### config.mk
export PLATFORM = sky130hd
export DESIGN_NAME = key_expansion_ctrl_256
export DESIGN_NICKNAME = d
export VERILOG_FILES = /design/src/rtl/key_expansion_ctrl_256_pkg.sv /design/src/rtl/key_expansion_ctrl_256_word_gen.sv /design/src/rtl/key_expansion_ctrl_256.sv
export SDC_FILE = /design/constraint.sdc
export NUM_CORES = 2
export LEC_CHECK = 0
export ABC_AREA = 1
export BUFFER_PORTS_ARGS = -buffer_cell sky130_fd_sc_hd__buf_4
export CELL_PAD_IN_SITES_DETAIL_PLACEMENT = 1
export CELL_PAD_IN_SITES_GLOBAL_PLACEMENT = 1
export CORE_UTILIZATION = 45
export DETAILED_ROUTE_END_ITERATION = 16
export PLACE_DENSITY = 0.95
export RECOVER_POWER = 25
export SLEW_MARGIN = 20
export SYNTH_ARGS = -nofsm -noshare
export SYNTH_HDL_FRONTEND = slang
export SYNTH_SLANG_ARGS = --single-unit
### constraint.sdc
create_clock -name clk -period 6.35 [get_ports clk]
set_input_delay 0 -clock clk [delete_from_list [all_inputs] [get_ports clk]]
set_output_delay 0 -clock clk [all_outputs]
set_load 0.05 [all_outputs]
### src/rtl/key_expansion_ctrl_256_pkg.sv
// Shared AES-256 key-schedule constants.
//   NK, NWORDS  : key length in words and total expanded words
//   kx_state_t  : controller state encoding
//   rcon()      : round constant byte selected by i[5:3]
package key_expansion_ctrl_256_pkg;

    localparam int NK     = 8;
    localparam int NWORDS = 60;

    typedef enum logic [1:0] {
        ST_IDLE   = 2'd0,
        ST_LOAD   = 2'd1,
        ST_EXPAND = 2'd2,
        ST_DONE   = 2'd3
    } kx_state_t;

    // Only indices 1..7 are reached: the first rotated word is w[8].
    function automatic logic [7:0] rcon(input logic [2:0] r);
        logic [7:0] v;
        case (r)
            3'd1:    v = 8'h01;
            3'd2:    v = 8'h02;
            3'd3:    v = 8'h04;
            3'd4:    v = 8'h08;
            3'd5:    v = 8'h10;
            3'd6:    v = 8'h20;
            3'd7:    v = 8'h40;
            default: v = 8'h00;
        endcase
        return v;
    endfunction

endpackage

### src/rtl/key_expansion_ctrl_256_word_gen.sv
// Combinational AES-256 next-word generator.
//   i                : index of the word being produced (8..59)
//   prev_word        : w[i-1]
//   prev_period_word : w[i-8]
//   word             : w[i]
module current_word_gen_256
    import key_expansion_ctrl_256_pkg::*;
(
    input  logic [5:0]  i,
    input  logic [31:0] prev_word,
    input  logic [31:0] prev_period_word,
    output logic [31:0] word
);

    localparam logic [2047:0] SBOX = {
        128'h637c777bf26b6fc53001672bfed7ab76,
        128'hca82c97dfa5947f0add4a2af9ca472c0,
        128'hb7fd9326363ff7cc34a5e5f171d83115,
        128'h04c723c31896059a071280e2eb27b275,
        128'h09832c1a1b6e5aa0523bd6b329e32f84,
        128'h53d100ed20fcb15b6acbbe394a4c58cf,
        128'hd0efaafb434d338545f9027f503c9fa8,
        128'h51a3408f929d38f5bcb6da2110fff3d2,
        128'hcd0c13ec5f974417c4a77e3d645d1973,
        128'h60814fdc222a908846eeb814de5e0bdb,
        128'he0323a0a4906245cc2d3ac629195e479,
        128'he7c8376d8dd54ea96c56f4ea657aae08,
        128'hba78252e1ca6b4c6e8dd741f4bbd8b8a,
        128'h703eb5664803f60e613557b986c11d9e,
        128'he1f8981169d98e949b1e87e9ce5528df,
        128'h8ca1890dbfe6426841992d0fb054bb16
    };

    // Entry 0 sits in the top byte, so byte x lives at bit offset (255-x)*8.
    function automatic logic [7:0] sbox(input logic [7:0] x);
        return SBOX[{~x, 3'b000} +: 8];
    endfunction

    function automatic logic [31:0] sub_word(input logic [31:0] w);
        return {sbox(w[31:24]), sbox(w[23:16]), sbox(w[15:8]), sbox(w[7:0])};
    endfunction

    logic [31:0] temp;

    always_comb begin
        temp = prev_word;
        if (i[2:0] == 3'd0) begin
            temp = sub_word({prev_word[23:0], prev_word[31:24]}) ^ {rcon(i[5:3]), 24'h0};
        end else if (i[2:0] == 3'd4) begin
            // AES-256 extra substitution halfway through each 8-word period
            temp = sub_word(prev_word);
        end
        word = prev_period_word ^ temp;
    end

endmodule

### src/rtl/key_expansion_ctrl_256.sv
// AES-256 key-expansion controller: captures a 256-bit key on start and
// streams the 60 expanded words, one per cycle, to a key memory.
//   clk, rst      : clock, synchronous active-high reset
//   start, key    : expansion request and cipher key (w[0] in key[255:224])
//   busy, done    : expansion in progress / one-cycle completion pulse
//   wr_en/addr/data : key-memory write port, w[wr_addr]
//
// state  | meaning
// IDLE   | waiting for start
// LOAD   | writing w[0..7] straight from the captured key
// EXPAND | generating and writing w[8..59]
// DONE   | one-cycle done pulse, no write
module key_expansion_ctrl_256 #(
    parameter int NK     = key_expansion_ctrl_256_pkg::NK,
    parameter int NWORDS = key_expansion_ctrl_256_pkg::NWORDS
) (
    input  logic         clk,
    input  logic         rst,
    input  logic         start,
    input  logic [255:0] key,
    output logic         busy,
    output logic         done,
    output logic         wr_en,
    output logic [5:0]   wr_addr,
    output logic [31:0]  wr_data
);
    import key_expansion_ctrl_256_pkg::*;

    kx_state_t        state;
    logic [5:0]       word_idx;
    logic [255:0]     key_q;
    // window[0] is the newest word w[i-1], window[7] the oldest w[i-8]
    logic [7:0][31:0] window;
    logic [2:0]       load_sel;
    logic [31:0]      load_word;
    logic [31:0]      gen_word;

    assign load_sel  = 3'd7 - word_idx[2:0];
    assign load_word = key_q[{load_sel, 5'd0} +: 32];

    current_word_gen_256 u_word_gen (
        .i                (word_idx),
        .prev_word        (window[0]),
        .prev_period_word (window[7]),
        .word             (gen_word)
    );

    always_ff @(posedge clk) begin
        if (rst) begin
            state    <= ST_IDLE;
            word_idx <= '0;
            key_q    <= '0;
            window   <= '0;
        end else begin
            case (state)
                ST_IDLE: begin
                    if (start) begin
                        key_q    <= key;
                        word_idx <= '0;
                        state    <= ST_LOAD;
                    end
                end
                ST_LOAD: begin
                    window   <= {window[6:0], load_word};
                    word_idx <= word_idx + 6'd1;
                    if (word_idx == 6'(NK - 1)) state <= ST_EXPAND;
                end
                ST_EXPAND: begin
                    window <= {window[6:0], gen_word};
                    // hold at the last index so the counter never passes 59
                    if (word_idx == 6'(NWORDS - 1)) begin
                        state <= ST_DONE;
                    end else begin
                        word_idx <= word_idx + 6'd1;
                    end
                end
                ST_DONE: begin
                    word_idx <= '0;
                    state    <= ST_IDLE;
                end
                default: state <= ST_IDLE;
            endcase
        end
    end

    // Outputs depend on registered state only; start never reaches them.
    assign busy    = (state == ST_LOAD) || (state == ST_EXPAND);
    assign wr_en   = busy;
    assign done    = (state == ST_DONE);
    assign wr_addr = wr_en ? word_idx : 6'd0;

    always_comb begin
        wr_data = '0;
        if (state == ST_LOAD)   wr_data = load_word;
        if (state == ST_EXPAND) wr_data = gen_word;
    end

endmodule

==> flow_metrics.py, run 1 <==
metrics = {
    "status": {
        "status": "did not finish",
        "stop_stage": "global routing (5_1_grt)",
        "stop_error": "[ERROR GRT-0232] Routing congestion too high. Check the congestion heatmap in the GUI.",
    },
    "placed_design": {
        "numPortBuffers": 299,
        "gp_congestion": 1.068,
        "dpl.hpwl_um": 110700,
    },
    "logic_synthesis": {
        "synth_xor_area_share_pct": 0.05337,
        "yosysMostFrequentCell": "nor2_1",
        "synth_top_area_share_pct": 31.72,
        "synth_edf_count": 0,
        "synthMuxAreaShare_pct": 0,
        "synthArstFlopShare_pct": 0,
        "synthSimpleGateAreaFrac_pct": 40.28,
        "ys_seq_area_share_pct": 31.72,
        "syn_area_per_cell_um2": 6.034,
        "ys_seq_elements": 520,
        "yosysTopAreaCell": "dfxtp_1",
        "synth_top_family_by_area": "simple AND/OR/NAND/NOR gates",
        "yosys.cell_types.count": 36,
        "synthFlopType": "dfxtp_1",
        "synthTopCellsByArea": "dfxtp_1, nand3_1, nor2_1",
        "synth_common_cells": "nor2_1, nand3_1, nand2_1",
        "yosys.area_share.adder_pct": 2.554,
        "syn-num-nets": 5765,
        "syn_area_um2": 32820,
        "synth_compound_area_share_pct": 17.22,
        "synthCells": 5439,
        "yosys_warnings": 0,
    },
    "cts": {
        "numClockSinks": 520,
        "cts.htree.levels": 2,
        "root_buffer": "clkbuf_16",
        "cts_buffers": 51,
        "cts_setup_buffers": 0,
        "cts_max_path_buffers": 3,
    },
    "global_route": {
        "gr-total-overflow": 75,
        "grt_max_degree": 296,
        "grt_usage_pct": 75.24,
    },
    "die": {
        "die_w_um": 272.1,
        "start_util_pct": 45.68,
        "rows": 98,
        "io_pins": 300,
        "fp.dieH_um": 272.1,
    },
}
cells by family after synthesis:
kind of cell	after synthesis
xor+xnor	2
flops	520
buf+inv	652
simple gates	3137
compound gates	1061
fa+ha+maj	67
stage by stage:
stage / hold slack [ps] / area, um^2 / utilization [%] / std cells / worst slack [ps]
CTS: 142.3 / 39280 / 54.66 / 6671 / 1740
detailed placement: 262.3 / 34930 / 48.62 / 6321 / 2555
global placement: 226.9 / 34930 / 48.62 / 6321 / 2573
floorplan: 78.47 / 32820 / - / 5439 / 3450
routing by layer:
layer,GRT overflow,global-route usage (%)
met2,27,88.16
met1,1,76.40
met5,0,34.40
met3,3,63.82
met4,44,72.22
repair_timing:
item / 4_1_cts
hold endpoints to repair: 260
hold buffers: 258
resized for setup: 0
==> run 2, diff against run 1 <==
CELL_PAD_IN_SITES_DETAIL_PLACEMENT = default   (was 1)
CELL_PAD_IN_SITES_GLOBAL_PLACEMENT = default   (was 1)
CORE_UTILIZATION = 40   (was 45)
PLACE_DENSITY = default   (was 0.95)
PLACE_DENSITY_LB_ADDON = 0.15   (was default)
==> run 2 against run 1 <==
  * Area after synthesis unchanged
  * The flow now finishes, with violations (DRC, capacitance limit, slew limit)
  * Synthesized cell count unchanged
==> flow_metrics.py, run 2 <==
metrics = {
    "status": {
        "status": "complete, but fails checks",
        "violations": "DRC, capacitance limit, slew limit",
    },
    "layout": {
        "syn2layout_area_growth_pct": 20.35,
        "design_area_um2": 39500,
        "reg_top3": "key_q x256, window x256, word_idx x6",
        "nNetsFinal": 6014,
        "final_common_cell": "nor2_1",
        "drive_above_1_share_pct": 8.882,
        "final_cell_mix": "nor2_1, nand3_1, nand2_1",
        "nFillCells": 8500,
    },
    "global_route": {
        "grt_pass1_vias": 37200,
        "antenna_found_initial": 3,
        "grt_usage_pct": 35.34,
        "grt_pass1_wl_um": 228500,
        "grt_max_degree": 231,
        "gr-total-overflow": 0,
    },
    "cts": {
        "cts_max_path_buffers": 3,
        "cts_setup_buffers": 0,
        "cts.htree.levels": 2,
        "cts_buffers": 54,
        "worstSkewPairLatency_ps": 640,
        "numClockSinks": 520,
        "root_buffer": "clkbuf_16",
        "clk_pin_slew_ps": 70,
        "cts_tree": "done",
    },
    "logic_synthesis": {
        "syn_area_per_cell_um2": 6.034,
        "syn_area_um2": 32820,
        "ys_seq_elements": 520,
        "synth_common_cells": "nor2_1, nand3_1, nand2_1",
        "syn-num-nets": 5765,
        "yosysTopAreaCell": "dfxtp_1",
        "synthTopCellsByArea": "dfxtp_1, nand3_1, nor2_1",
        "synth_top_area_share_pct": 31.72,
        "synthArstFlopShare_pct": 0,
        "yosys_warnings": 0,
        "synthFlopType": "dfxtp_1",
        "yosysMostFrequentCell": "nor2_1",
        "synthCells": 5439,
        "yosys.cell_types.count": 36,
        "synth_edf_count": 0,
        "ys_seq_area_share_pct": 31.72,
    },
    "timing": {
        "fin_ws_ps": 1182,
        "slew_headroom_pct": -84.67,
        "fin_crit_ps": 5168,
        "hold_slack_ps": 158.3,
        "rsz0062_at_grt": "no",
        "tightest_slew_ps": 2770,
        "setup_viol": 0,
        "clock_skew_ps": 40.46,
        "clock.fmax_mhz": 193.5,
        "tns_ps": 0,
        "fin_crit_sh_pct": 81.39,
        "drv_slew": 500,
        "hold_viol": 0,
    },
    "routing": {
        "m1WireLength_um": 63270,
        "wl_met3_um": 14720,
        "finalWirelength_um": 151500,
        "topRoutingLayerUsed": "met4",
        "dr_total_vias": 40400,
        "met2_length_um": 65080,
        "wl_per_cell_um": 22.30,
        "drtIter0Drc": 5103,
        "via_per_inst": 5.946,
        "drtPass1Iterations": 14,
        "postRouteAntennaNets": 0,
        "drcViolationCount": 8,
    },
    "die": {
        "fp.dieH_um": 288.4,
        "die_area_um2": 83200,
        "io_pins": 300,
        "rows": 104,
        "start_util_pct": 40.62,
        "floorplan.core_area_um2": 80810,
        "die_w_um": 288.4,
    },
    "worst_setup_path": {
        "critPathLaunchType": "primary input",
        "cp.arrival_ps": 5710,
        "crit_type": "in2reg",
        "end_kind": "flip-flop",
        "path_max_fanout": 188,
        "cp_data_required_time_ps": 6890,
        "r2r_slack_ps": 1830,
    },
    "power_and_ir_drop": {
        "peakVddDrop_uv": 445.9,
        "p_per_area_nw_per_um2": 544.3,
        "power_mw": 21.50,
        "p_leak_nw": 17.76,
    },
    "placed_design": {
        "numPortBuffers": 299,
        "placed_cell_area_um2": 35110,
        "pre_cts_slack_ps": 2379,
        "dpl.hpwl_um": 101200,
        "gp_congestion": 1.029,
    },
    "hold_path": {
        "hp-class": "in2reg",
    },
    "run": {
        "maxCapViolations": 4,
    },
}
==> run 2: cell counts after synthesis <==
No cell type changed its count.
==> run 2: layout make-up <==
| type | instances | area, um^2 | share of cell area [%] |
|---|---|---|---|
| antenna | 3 | 7.507 | 0.01901 |
| clock inverter | 20 | 280.3 | 0.7096 |
| sequential | 520 | 10420 | 26.38 |
| multi-input combinational | 4267 | 19740 | 49.98 |
| inverter | 226 | 863.3 | 2.186 |
| timing repair buffer | 619 | 5293 | 13.40 |
| clock buffer | 79 | 1565 | 3.963 |
| tap | 1060 | 1326 | 3.358 |
==> run 2: path summary, 6_finish.rpt <==
kind	startpoint	endpoint	depth (start not counted)
max	rst	window[237]	6
min	key[24]	key_q[24]	4
max reg2reg	state[0]	window[247]	6
min reg2reg	window[117]	window[149]	2
==> run 2: repair_timing <==
item | in CTS | in global routing
setup endpoints to repair | 0 | 0
resized for setup | 0 | 0
hold endpoints to repair | 260 | 0
hold buffers | 259 | 0
==> run 2: stage by stage <==
stage / std cells / utilization [%]
global placement: 6433 / 43.45
CTS: 6791 / 48.94
detailed placement: 6433 / 43.45
finish: 6794 / 48.88
floorplan: 5439 / -
global route: 6792 / 48.87
==> run 2: where the power goes <==
group / total [mW] / leakage [nW] / internal [mW] / switching (mW)
registers: 4.90 / 4.30 / 4.26 / 0.644
logic: 13.3 / 12.6 / 3.62 / 9.67
clock network: 3.31 / 0.902 / 1.89 / 1.42
total: 21.5 / 17.8 / 9.76 / 11.7
==> run 2: kinds of logic (layout without fill, tap and decap cells) <==
| kind of cell | after synthesis | in the layout | share of synthesized area, % |
|---|---|---|---|
| adder cells (fa/ha/maj) | 67 | 67 | 2.554 |
| buffers and inverters | 652 | 944 | 8.174 |
| AND/OR/NAND/NOR | 3137 | 3137 | 40.28 |
| other | 0 | 3 | 0 |
| flip-flops | 520 | 520 | 31.72 |
| XOR/XNOR | 2 | 2 | 0.05338 |
| AO/OA/AOI/OAI | 1061 | 1061 | 17.22 |
==> run 2: worst max-delay path, stage by stage <==
cell,delay (ps)
dlygate4sd3_1,580
clkbuf_1,190
clkinvlp_4,1720
buf_2,1990
o21ai_0,680
a21oi_1,280
==> run 2: metal layers <==
metal	track usage, %	vias to the layer above
met3	6.406	475
met2	53.25	2462
met5	0	-
met4	17.92	0
li1	-	18650
met1	48.13	18820
Power figures use the tool's default switching activity.
